## src/rtl/nn_bp_sequencer_if.sv

```systemverilog
// Handshake and per-layer control bundle between the training top level and the delta sequencer.
// The master side is the sequencer; the slave side is the training controller that starts or aborts passes.
interface nn_bp_sequencer_if #(
  parameter int NL              = 3,
  parameter int STREAM_LEN_LOG2 = 8,
  parameter int LW              = 2
);
  logic                       start;
  logic                       hold;
  logic                       abort;
  logic                       busy;
  logic                       done;
  logic [NL-1:0]              layer_init;
  logic [NL-1:0]              layer_en;
  logic [NL-1:0]              update_en;
  logic [LW-1:0]              layer_idx;
  logic [STREAM_LEN_LOG2-1:0] run_cnt;

  modport master (
    input  start, hold, abort,
    output busy, done, layer_init, layer_en, update_en, layer_idx, run_cnt
  );

  modport slave (
    output start, hold, abort,
    input  busy, done, layer_init, layer_en, update_en, layer_idx, run_cnt
  );
endinterface

```

## src/rtl/nn_bp_sequencer.sv

```systemverilog
// Backward-pass sequencer: per layer (output to input) clear, settle, accumulate one stream, update strobe.
// Every output is registered; hold freezes settle/run and masks the accumulate enable, abort returns to idle.
module nn_bp_sequencer #(
  parameter int NL              = 3,
  parameter int STREAM_LEN_LOG2 = 8,
  parameter int SETTLE          = 2,
  parameter int LW              = 2
) (
  input logic               clk,
  input logic               init,
  nn_bp_sequencer_if.master bus
);
  localparam int SW          = (SETTLE > 1) ? $clog2(SETTLE) : 1;
  localparam int SETTLE_LAST = (SETTLE > 0) ? SETTLE - 1 : 0;

  typedef enum logic [2:0] {S_IDLE, S_CLEAR, S_SETTLE, S_RUN, S_UPDATE, S_FIN} state_t;

  state_t                     state;
  logic [SW-1:0]              settle_cnt;
  logic [STREAM_LEN_LOG2-1:0] run_cnt;
  logic [LW-1:0]              layer_idx;
  logic                       busy;
  logic                       done;
  logic [NL-1:0]              layer_init;
  logic [NL-1:0]              layer_en;
  logic [NL-1:0]              update_en;

  function automatic logic [NL-1:0] sel(input logic [LW-1:0] idx);
    return NL'(1) << idx;
  endfunction

  // Outputs are decoded from the state being entered, so they line up with that state's cycle.
  always_ff @(posedge clk or posedge init) begin
    if (init) begin
      state      <= S_IDLE;
      settle_cnt <= '0;
      run_cnt    <= '0;
      layer_idx  <= '0;
      busy       <= 1'b0;
      done       <= 1'b0;
      layer_init <= '0;
      layer_en   <= '0;
      update_en  <= '0;
    end else begin
      done       <= 1'b0;
      layer_init <= '0;
      layer_en   <= '0;
      update_en  <= '0;
      if (state != S_IDLE && bus.abort) begin
        state      <= S_IDLE;
        settle_cnt <= '0;
        run_cnt    <= '0;
        layer_idx  <= '0;
        busy       <= 1'b0;
      end else begin
        case (state)
          S_IDLE: begin
            if (bus.start) begin
              state      <= S_CLEAR;
              busy       <= 1'b1;
              layer_idx  <= LW'(NL - 1);
              layer_init <= sel(LW'(NL - 1));
            end
          end
          S_CLEAR: begin
            if (SETTLE > 0) begin
              state      <= S_SETTLE;
              settle_cnt <= '0;
            end else begin
              state    <= S_RUN;
              run_cnt  <= '0;
              layer_en <= sel(layer_idx);
            end
          end
          S_SETTLE: begin
            if (!bus.hold) begin
              if (settle_cnt == SW'(SETTLE_LAST)) begin
                state    <= S_RUN;
                run_cnt  <= '0;
                layer_en <= sel(layer_idx);
              end else begin
                settle_cnt <= settle_cnt + 1'b1;
              end
            end
          end
          S_RUN: begin
            // A held cycle keeps the count and leaves the enable low, so enabled cycles stay exact.
            if (!bus.hold) begin
              run_cnt <= run_cnt + 1'b1;
              if (&run_cnt) begin
                state     <= S_UPDATE;
                update_en <= sel(layer_idx);
              end else begin
                layer_en <= sel(layer_idx);
              end
            end
          end
          S_UPDATE: begin
            if (layer_idx == '0) begin
              state <= S_FIN;
              done  <= 1'b1;
            end else begin
              state      <= S_CLEAR;
              layer_idx  <= layer_idx - 1'b1;
              layer_init <= sel(layer_idx - 1'b1);
            end
          end
          S_FIN: begin
            if (bus.start) begin
              state      <= S_CLEAR;
              layer_idx  <= LW'(NL - 1);
              layer_init <= sel(LW'(NL - 1));
            end else begin
              state <= S_IDLE;
              busy  <= 1'b0;
            end
          end
          default: begin
            state <= S_IDLE;
            busy  <= 1'b0;
          end
        endcase
      end
    end
  end

  assign bus.busy       = busy;
  assign bus.done       = done;
  assign bus.layer_init = layer_init;
  assign bus.layer_en   = layer_en;
  assign bus.update_en  = update_en;
  assign bus.layer_idx  = layer_idx;
  assign bus.run_cnt    = run_cnt;
endmodule

```

## src/flat_wrapper.sv

```systemverilog
// flat-port wrapper written by rule: the top's interface ports become plain ports
module nn_bp_sequencer_flat 
#(
  parameter int NL              = 3,
  parameter int STREAM_LEN_LOG2 = 8,
  parameter int SETTLE          = 2,
  parameter int LW              = 2
)
  (clk, init, bus_start, bus_hold, bus_abort, bus_busy, bus_done, bus_layer_init, bus_layer_en, bus_update_en, bus_layer_idx, bus_run_cnt);
  nn_bp_sequencer_if #(.NL(NL), .STREAM_LEN_LOG2(STREAM_LEN_LOG2), .LW(LW)) bus_i ();
  input logic clk;
  input logic init;
  input wire logic [$bits(bus_i.start)-1:0] bus_start;
  input wire logic [$bits(bus_i.hold)-1:0] bus_hold;
  input wire logic [$bits(bus_i.abort)-1:0] bus_abort;
  output wire logic [$bits(bus_i.busy)-1:0] bus_busy;
  output wire logic [$bits(bus_i.done)-1:0] bus_done;
  output wire logic [$bits(bus_i.layer_init)-1:0] bus_layer_init;
  output wire logic [$bits(bus_i.layer_en)-1:0] bus_layer_en;
  output wire logic [$bits(bus_i.update_en)-1:0] bus_update_en;
  output wire logic [$bits(bus_i.layer_idx)-1:0] bus_layer_idx;
  output wire logic [$bits(bus_i.run_cnt)-1:0] bus_run_cnt;
  assign bus_i.start = bus_start;
  assign bus_i.hold = bus_hold;
  assign bus_i.abort = bus_abort;
  assign bus_busy = bus_i.busy;
  assign bus_done = bus_i.done;
  assign bus_layer_init = bus_i.layer_init;
  assign bus_layer_en = bus_i.layer_en;
  assign bus_update_en = bus_i.update_en;
  assign bus_layer_idx = bus_i.layer_idx;
  assign bus_run_cnt = bus_i.run_cnt;
  nn_bp_sequencer #(.NL(NL), .STREAM_LEN_LOG2(STREAM_LEN_LOG2), .SETTLE(SETTLE), .LW(LW)) u_core (.clk(clk), .init(init), .bus(bus_i));
endmodule
```

## config.mk

```make
export PLATFORM = sky130hd
export DESIGN_NAME = nn_bp_sequencer_flat
export DESIGN_NICKNAME = d
export VERILOG_FILES = /design/src/rtl/nn_bp_sequencer_if.sv /design/src/rtl/nn_bp_sequencer.sv /design/src/flat_wrapper.sv
export SDC_FILE = /design/constraint.sdc
export NUM_CORES = 1
export LEC_CHECK = 0
export CAP_MARGIN = 15
export CORE_MARGIN = 2
export CORE_UTILIZATION = 35
export DETAILED_ROUTE_END_ITERATION = 16
export HOLD_SLACK_MARGIN = 0.06
export SLEW_MARGIN = 20
export SYNTH_ARGS = -nofsm -noshare
export SYNTH_HDL_FRONTEND = slang
export SYNTH_SLANG_ARGS = --single-unit
```

## constraint.sdc

```tcl
create_clock -name clk -period 1.7 [get_ports clk]
set_input_delay 0.425 -clock clk [delete_from_list [all_inputs] [get_ports clk]]
set_output_delay 0.425 -clock clk [all_outputs]
set_load 0.02 [all_outputs]
```

==> reports/qor.yml, run 1 <==
setup_path:
  setup.worst_path.start_class: "flip-flop"
  cp_num_buf_inv: 1
  timing.critical_path.to_type: "output port"
  path_delay_family: "buffers and inverters"
  worst-setup-path-type: "reg -> out"
  cp_slowest_cell: "clkdlybuf4s50_1"
  worst_ep_required_time_ns: 1.27
  delay_of_the_slowest_cell_on_the_worst_path_ns: 0.59
  crit_chain: "clkdlybuf4s50_1"
  critical_path_peak_fanout: 1
  cp_data_arrival_time_ns: 1.19
place:
  detailedPlacementHpwl_mm: 2.40
  post-place-ws_ns: -0.246
  placer_congestion_estimate: 0.823
  placement.io_buffers: 25
hold_path:
  min-delay-path-class: "in -> async"
synthesis:
  synth.yosys.seq_area_share_pct: 44.4
  synthesis.yosys.warnings: 0
  synthesis.instances: 141
  ys_dominant_reg_cell: "dfrtp_1"
  post_synth_instance_area_mm2: 0.00141
  synth_fp_nets: 153
  synth_async_sr_flop_share_pct: 100
  synth_cell_types: 43
  synth_seq_cells: 25
  synth_edf_count: 0
  postSynthAreaPerCell_um2: 9.99
timing:
  slew_violations: 0
  setup-violations-final: 0
  fin_ws_ns: 0.0847
  totalNegativeSetupSlack_ns: 0
  tightest_slew_ns: 0.373
  grt_setup_unrepaired: "no"
  min_period_ns: 1.62
  max_slew_margin_pct: 75.1
  fmax_mhz: 619
  final_hold_viol_count: 0
  finalCritPeriodShare_pct: 95.0
  setup_skew_ns: 0.00102
grt:
  grt.overflow.total: 0
  global_route.usage.total_pct: 15.9
  antenna_violations_before_repair: 0
  grt_start_max_net_pins: 26
  grt_first_pass_wirelength_mm: 5.47
  via_count_of_the_first_global_routing_pass: 1216
clocking:
  sinks_on_clock_net: 25
  tritoncts: "done"
  max-clock-path-buffers: 2
  post_cts_hold_buffer_count: 0
  clock_tree.htree_level_count: 1
  cts-root-buf: "clkbuf_8"
  clk_transition_reported_paths_ns: 0.08
  numCtsBuffers: 3
  clk-insertion-delay-late_ns: 0.26
floorplan:
  io-pin-count: 26
  rows: 23
  effective_utilization_at_floorplan_pct: 35.7
  floorplan.core_area_mm2: 0.00394
  dieWidth_um: 67.4
  dieHeight_um: 67.4
  die_area_mm2: 0.00455
cells_and_area:
  flow.area_growth_from_synthesis_pct: 36.2
  drive_above_1_share_pct: 20.1
  layout.filler_cells: 358
  antenna_cells: 0
  final_nets: 202
pwr:
  finalPower_uw: 2040
  worst_ir_drop_vdd_uv: 428
  cellLeakagePower_uw: 0.000936
  power_per_cell_area_mw_per_mm2: 1060
run:
  drv_cap: 0
detailed_routing:
  top_signal_layer_used: "met4"
  drt-total-wl_mm: 3.35
  via_per_inst: 5.18
  wl_met3_um: 97
  detail-route-antenna-nets: 0
  via_count: 1238
  post_drt_wl_per_cell_um: 14.0
  drc: 0
  routed-wl-met2_mm: 1.67
  first_pass_iters: 4
  wl_met1_mm: 1.56
  number_of_drc_violations_after_detailed_routing_iteration_0: 42
status:
  status: "finished clean"
## metrics by stage
stage | hold WS [ns] | util [%] | area, um^2 | std cells
after floorplan | 0.452 | - | 1410 | 141
after global placement | 0.522 | 47.3 | 1870 | 235
after detailed placement | 0.527 | 47.3 | 1870 | 235
after CTS | 0.510 | 48.3 | 1910 | 239
after global routing | 0.554 | 48.7 | 1920 | 239
final | 0.503 | 48.7 | 1920 | 239
## layout by cell type (no fill, tap or decap), drive strengths merged, types with 4 or more instances in the layout
cell           synthesis  layout
clkbuf                 0       4
buf                    5      24
dlygate4sd2            0      10
ha                     7       7
nor2                  15      15
nand2                  6       6
dfrtp                 25      25
clkdlybuf4s50          0      13
nand2b                 5       5
o31ai                  6       6
nor3                   4       4
inv                    5       5
o22ai                  4       4
a21oi                  6       6
o21ai                 10      10
and2                  11      11
## layout make-up
class	count	area, um^2	share of cell area [%]
Multi-Input combinational cell	106	743	38.7
Sequential cell	25	627	32.7
Timing Repair Buffer	49	423	22.0
Tap cell	50	62.6	3.26
Clock buffer	4	45.0	2.35
Inverter	5	18.8	0.978
## report_power, final
part           switching [uW]  internal, uW  total, uW
sequential                146           676        821
combinational             462           409        870
clock                     181           167        349
## synth_stat cells (2+ instances only)
cell | instances | area, um^2
a21oi_1 | 4 | 20.0
a21oi_2 | 2 | 17.5
a311oi_1 | 2 | 17.5
and2_1 | 11 | 68.8
and3_1 | 2 | 12.5
buf_2 | 2 | 10.0
buf_4 | 2 | 15.0
dfrtp_1 | 25 | 626
ha_1 | 7 | 87.6
inv_1 | 5 | 18.8
mux2i_1 | 2 | 20.0
nand2_1 | 6 | 22.5
nand2b_1 | 5 | 31.3
nand3_1 | 2 | 10.0
nor2_1 | 15 | 56.3
nor3_1 | 4 | 20.0
o211ai_1 | 2 | 15.0
o21ai_0 | 10 | 50.1
o22ai_1 | 4 | 25.0
o31ai_1 | 5 | 37.5
or2_2 | 2 | 12.5
## per-layer routing
| metal | vias to the layer above | global-route usage (%) |
|---|---|---|
| li1 | 606 | - |
| met1 | 607 | 20.6 |
| met2 | 23 | 26.9 |
| met3 | 2 | 2.00 |
| met4 | 0 | 6.38 |
| met5 | - | 0 |
## final timing paths
check	startpoint	endpoint	slack [ns]	cells past startpoint
min in group clk	u_core.bus.run_cnt[2]	u_core.bus.run_cnt[2]	0.53	1
max	u_core.bus.layer_init[1]	bus_layer_init[1]	0.08	1
min	init	u_core.bus.run_cnt[2]	0.50	3
max in group asynchronous	init	u_core.state[1]	0.93	3
max reg2reg	u_core.state[0]	u_core.bus.layer_idx[1]	0.10	4
min reg2reg	u_core.bus.run_cnt[2]	u_core.bus.run_cnt[2]	0.53	1
## state kept, by name, summed over array words and instances, names as in the netlist
name	flops
u_core.bus.busy	1
u_core.bus.done	1
u_core.bus.layer_en	3
u_core.bus.layer_idx	2
u_core.bus.layer_init	3
u_core.bus.run_cnt	8
u_core.bus.update_en	3
u_core.settle_cnt	1
u_core.state	3
## cells by family (layout without fill, tap and decap cells)
| family | Yosys count | count (layout) | share of synthesized area, % |
|---|---|---|---|
| flip-flops | 25 | 25 | 44.4 |
| adder cells (fa/ha/maj) | 7 | 7 | 6.22 |
| buffers and inverters | 10 | 58 | 3.91 |
| AND/OR/NAND/NOR | 60 | 60 | 25.8 |
| multiplexers | 3 | 3 | 2.22 |
| AO/OA/AOI/OAI | 36 | 36 | 17.4 |
## what timing repair did
action / in CTS / in global routing
gates resized for setup: 11 / 4
gates cloned: 0 / 0
pin swaps: 0 / 1
setup endpoints to repair: 11 / 7
setup buffers: 0 / 0
No activity file was read; power rests on OpenSTA's default activity.
==> inputs of run 2 (changes only) <==
CORE_MARGIN = unset   (was 2)
==> run 2 against run 1 <==
Clock skew is essentially flat. Largest power group unchanged. Sequential share of layout area shrank 0.11 points. Hold slack gained 0.0096 ns. Via count increased by 0.24%. Clock-buffer cell count is 1 lower. Total power down 0.92%. Critical endpoint is now bus_layer_en[0]. Clock power rose by 1%. Global-route usage is 0.25 points higher. Die area decreased by 5.8%.
==> reports/qor.yml, run 2 (same netlist as run 1, synthesis figures left out) <==
detailed_routing:
  drt-total-wl_mm: 3.10  # -7.3%
  drc: 0  # unchanged
  via_count: 1241  # +0.24%
  post_drt_wl_per_cell_um: 13.1  # -6.6%
  first_pass_iters: 4  # unchanged
  via_per_inst: 5.24  # +1.1%
  detail-route-antenna-nets: 0  # unchanged
  number_of_drc_violations_after_detailed_routing_iteration_0: 33  # -21%
setup_path:
  path_delay_family: "buffers and inverters"
  critical_path_peak_fanout: 1  # unchanged
  cp_data_arrival_time_ns: 1.20  # about the same
  timing.critical_path.to_type: "output port"
  setup.worst_path.start_class: "flip-flop"
  cp_slowest_cell: "clkdlybuf4s50_1"
  worst-setup-path-type: "reg -> out"
  delay_of_the_slowest_cell_on_the_worst_path_ns: 0.59  # about the same
  cp_num_buf_inv: 1  # unchanged
  crit_chain: "clkdlybuf4s50_1"
  worst_ep_required_time_ns: 1.27  # about the same
timing:
  final_hold_viol_count: 0  # unchanged
  min_period_ns: 1.62  # +0.00745 ns
  slew_violations: 0  # unchanged
  tightest_slew_ns: 0.357  # -0.0161 ns
  max_slew_margin_pct: 76.2  # +1.1 points
  fmax_mhz: 616  # -0.46%
  setup_skew_ns: 0.00103  # +0.00000772 ns
  setup-violations-final: 0  # unchanged
  grt_setup_unrepaired: "no"
  finalCritPeriodShare_pct: 95.5  # +0.44 points
pwr:
  switching_power_uw: 774  # -1.9%
  p_comb_share_pct: 43.4  # +0.7 points
  intPower_uw: 1250  # -0.31%
  power_per_cell_area_mw_per_mm2: 1050  # -1.1%
  cellLeakagePower_uw: 0.000942  # +0.66%
  power.share.clock_pct: 17.5  # +0.4 points
  finalPower_uw: 2020  # -0.92%
  power.sequential.fraction_pct: 39.1  # -1.2 points
  worst_ir_drop_vdd_uv: 484  # +13%
  sw_frac_of_total_pct: 38.3  # -0.38 points
clocking:
  tritoncts: "done"
  sinks_on_clock_net: 25  # unchanged
  clk_transition_reported_paths_ns: 0.09  # about the same
  post_cts_hold_buffer_count: 0  # unchanged
  numCtsBuffers: 3  # unchanged
  clock_tree.htree_level_count: 1  # unchanged
  max-clock-path-buffers: 2  # unchanged
  cts-root-buf: "clkbuf_8"
  clk-insertion-delay-late_ns: 0.27  # about the same
hold_path:
  min-delay-path-class: "in -> async"
floorplan:
  io-pin-count: 26  # unchanged
  floorplan.core_area_mm2: 0.00377  # -4.3%
  effective_utilization_at_floorplan_pct: 37.4  # +1.6 points
  rows: 22  # -4.3%
  dieWidth_um: 65.4  # -3.0%
  dieHeight_um: 65.4  # -3.0%
  die_area_mm2: 0.00428  # -5.8%
place:
  placer_congestion_estimate: 0.817  # -0.70%
  placement.io_buffers: 25  # unchanged
  detailed_place.area_mm2: 0.00186  # -0.54%
  detailedPlacementHpwl_mm: 2.35  # -2.3%
run:
  drv_cap: 0  # unchanged
grt:
  grt.overflow.total: 0  # unchanged
  antenna_violations_before_repair: 0  # unchanged
  via_count_of_the_first_global_routing_pass: 1162  # -4.4%
  global_route.usage.total_pct: 16.2  # +0.25 points
  grt_first_pass_wirelength_mm: 5.40  # -1.3%
  grt_start_max_net_pins: 26  # unchanged
cells_and_area:
  layout.filler_cells: 341  # -4.7%
  largest_register_ff_count: 8  # unchanged
  final_common_cell: "dfrtp_1"
  final_nets: 202  # unchanged
  flow.area_growth_from_synthesis_pct: 36.4
  drive_above_1_share_pct: 20.6  # +0.53 points
  top_register: "u_core.bus.run_cnt"
  mostFrequentLayoutCells: "dfrtp_1, buf_4, nor2_1"
  antenna_cells: 0  # unchanged
  postLayoutCellArea_mm2: 0.00192  # +0.13%
status:
  status: "finished clean"
run 2: changes by cell type in the layout (fill, tap and decap cells not counted), sizes merged:
cell    before  now
clkbuf       4    3
clkinv       0    1
run 2: area by class of cell:
type,count,area (um^2),share of cell area [%]
timing repair buffer,49,423,22.0
sequential,25,626,32.6
clock buffer,3,41.3,2.15
tap,48,60.1,3.13
clock inverter,1,5.00,0.260
inverter,5,18.8,0.977
multi-input combinational,106,748,38.9
run 2: metal layers:
layer / routed length [um] / vias to the layer above / track usage (%)
li1: - / 603 / -
met1: 1520 / 605 / 24.0
met2: 1440 / 31 / 25.0
met3: 113 / 2 / 1.04
met4: 21 / 0 / 4.89
met5: 0 / - / 0
run 2: repair_timing:
action | 4_1_cts | 5_1_grt
resized for setup | 12 | 3
setup endpoints to repair | 12 | 8
buffers inserted | 0 | 1
gates cloned | 0 | 0
pin swaps | 0 | 1
run 2: metrics by stage:
step / util [%] / TNS, ns / worst slack, ns / hold WS [ns] / cells
after floorplan: - / 0 / 0.0373 / 0.452 / 141
after global placement: 49.2 / -3.41 / -0.213 / 0.531 / 232
after detailed placement: 49.2 / -4.56 / -0.280 / 0.532 / 232
after CTS: 50.4 / 0 / 0.0103 / 0.532 / 236
after global routing: 51.0 / 0 / 0.0125 / 0.545 / 237
final: 51.0 / 0 / 0.0772 / 0.512 / 237
run 2: power by group through the flow:
stage	clock, uW	sequential (uW)	combinational, uW
after floorplan	0	810	531
after global placement	0	803	860
after detailed placement	0	805	872
after CTS	369	792	869
after global routing	404	808	973
final	353	791	877
run 2: final timing paths:
kind                                         from                       to  slack, ns  cells past startpoint
max                        u_core.bus.layer_en[0]          bus_layer_en[0]       0.08                      1
min                                          init  u_core.bus.update_en[2]       0.51                      3
max reg2reg                       u_core.state[0]    u_core.bus.run_cnt[7]       0.12                      5
min reg2reg                 u_core.bus.run_cnt[3]    u_core.bus.run_cnt[3]       0.54                      1
max in group asynchronous                    init          u_core.state[1]       0.94                      3
min in group clk            u_core.bus.run_cnt[3]    u_core.bus.run_cnt[3]       0.54                      1
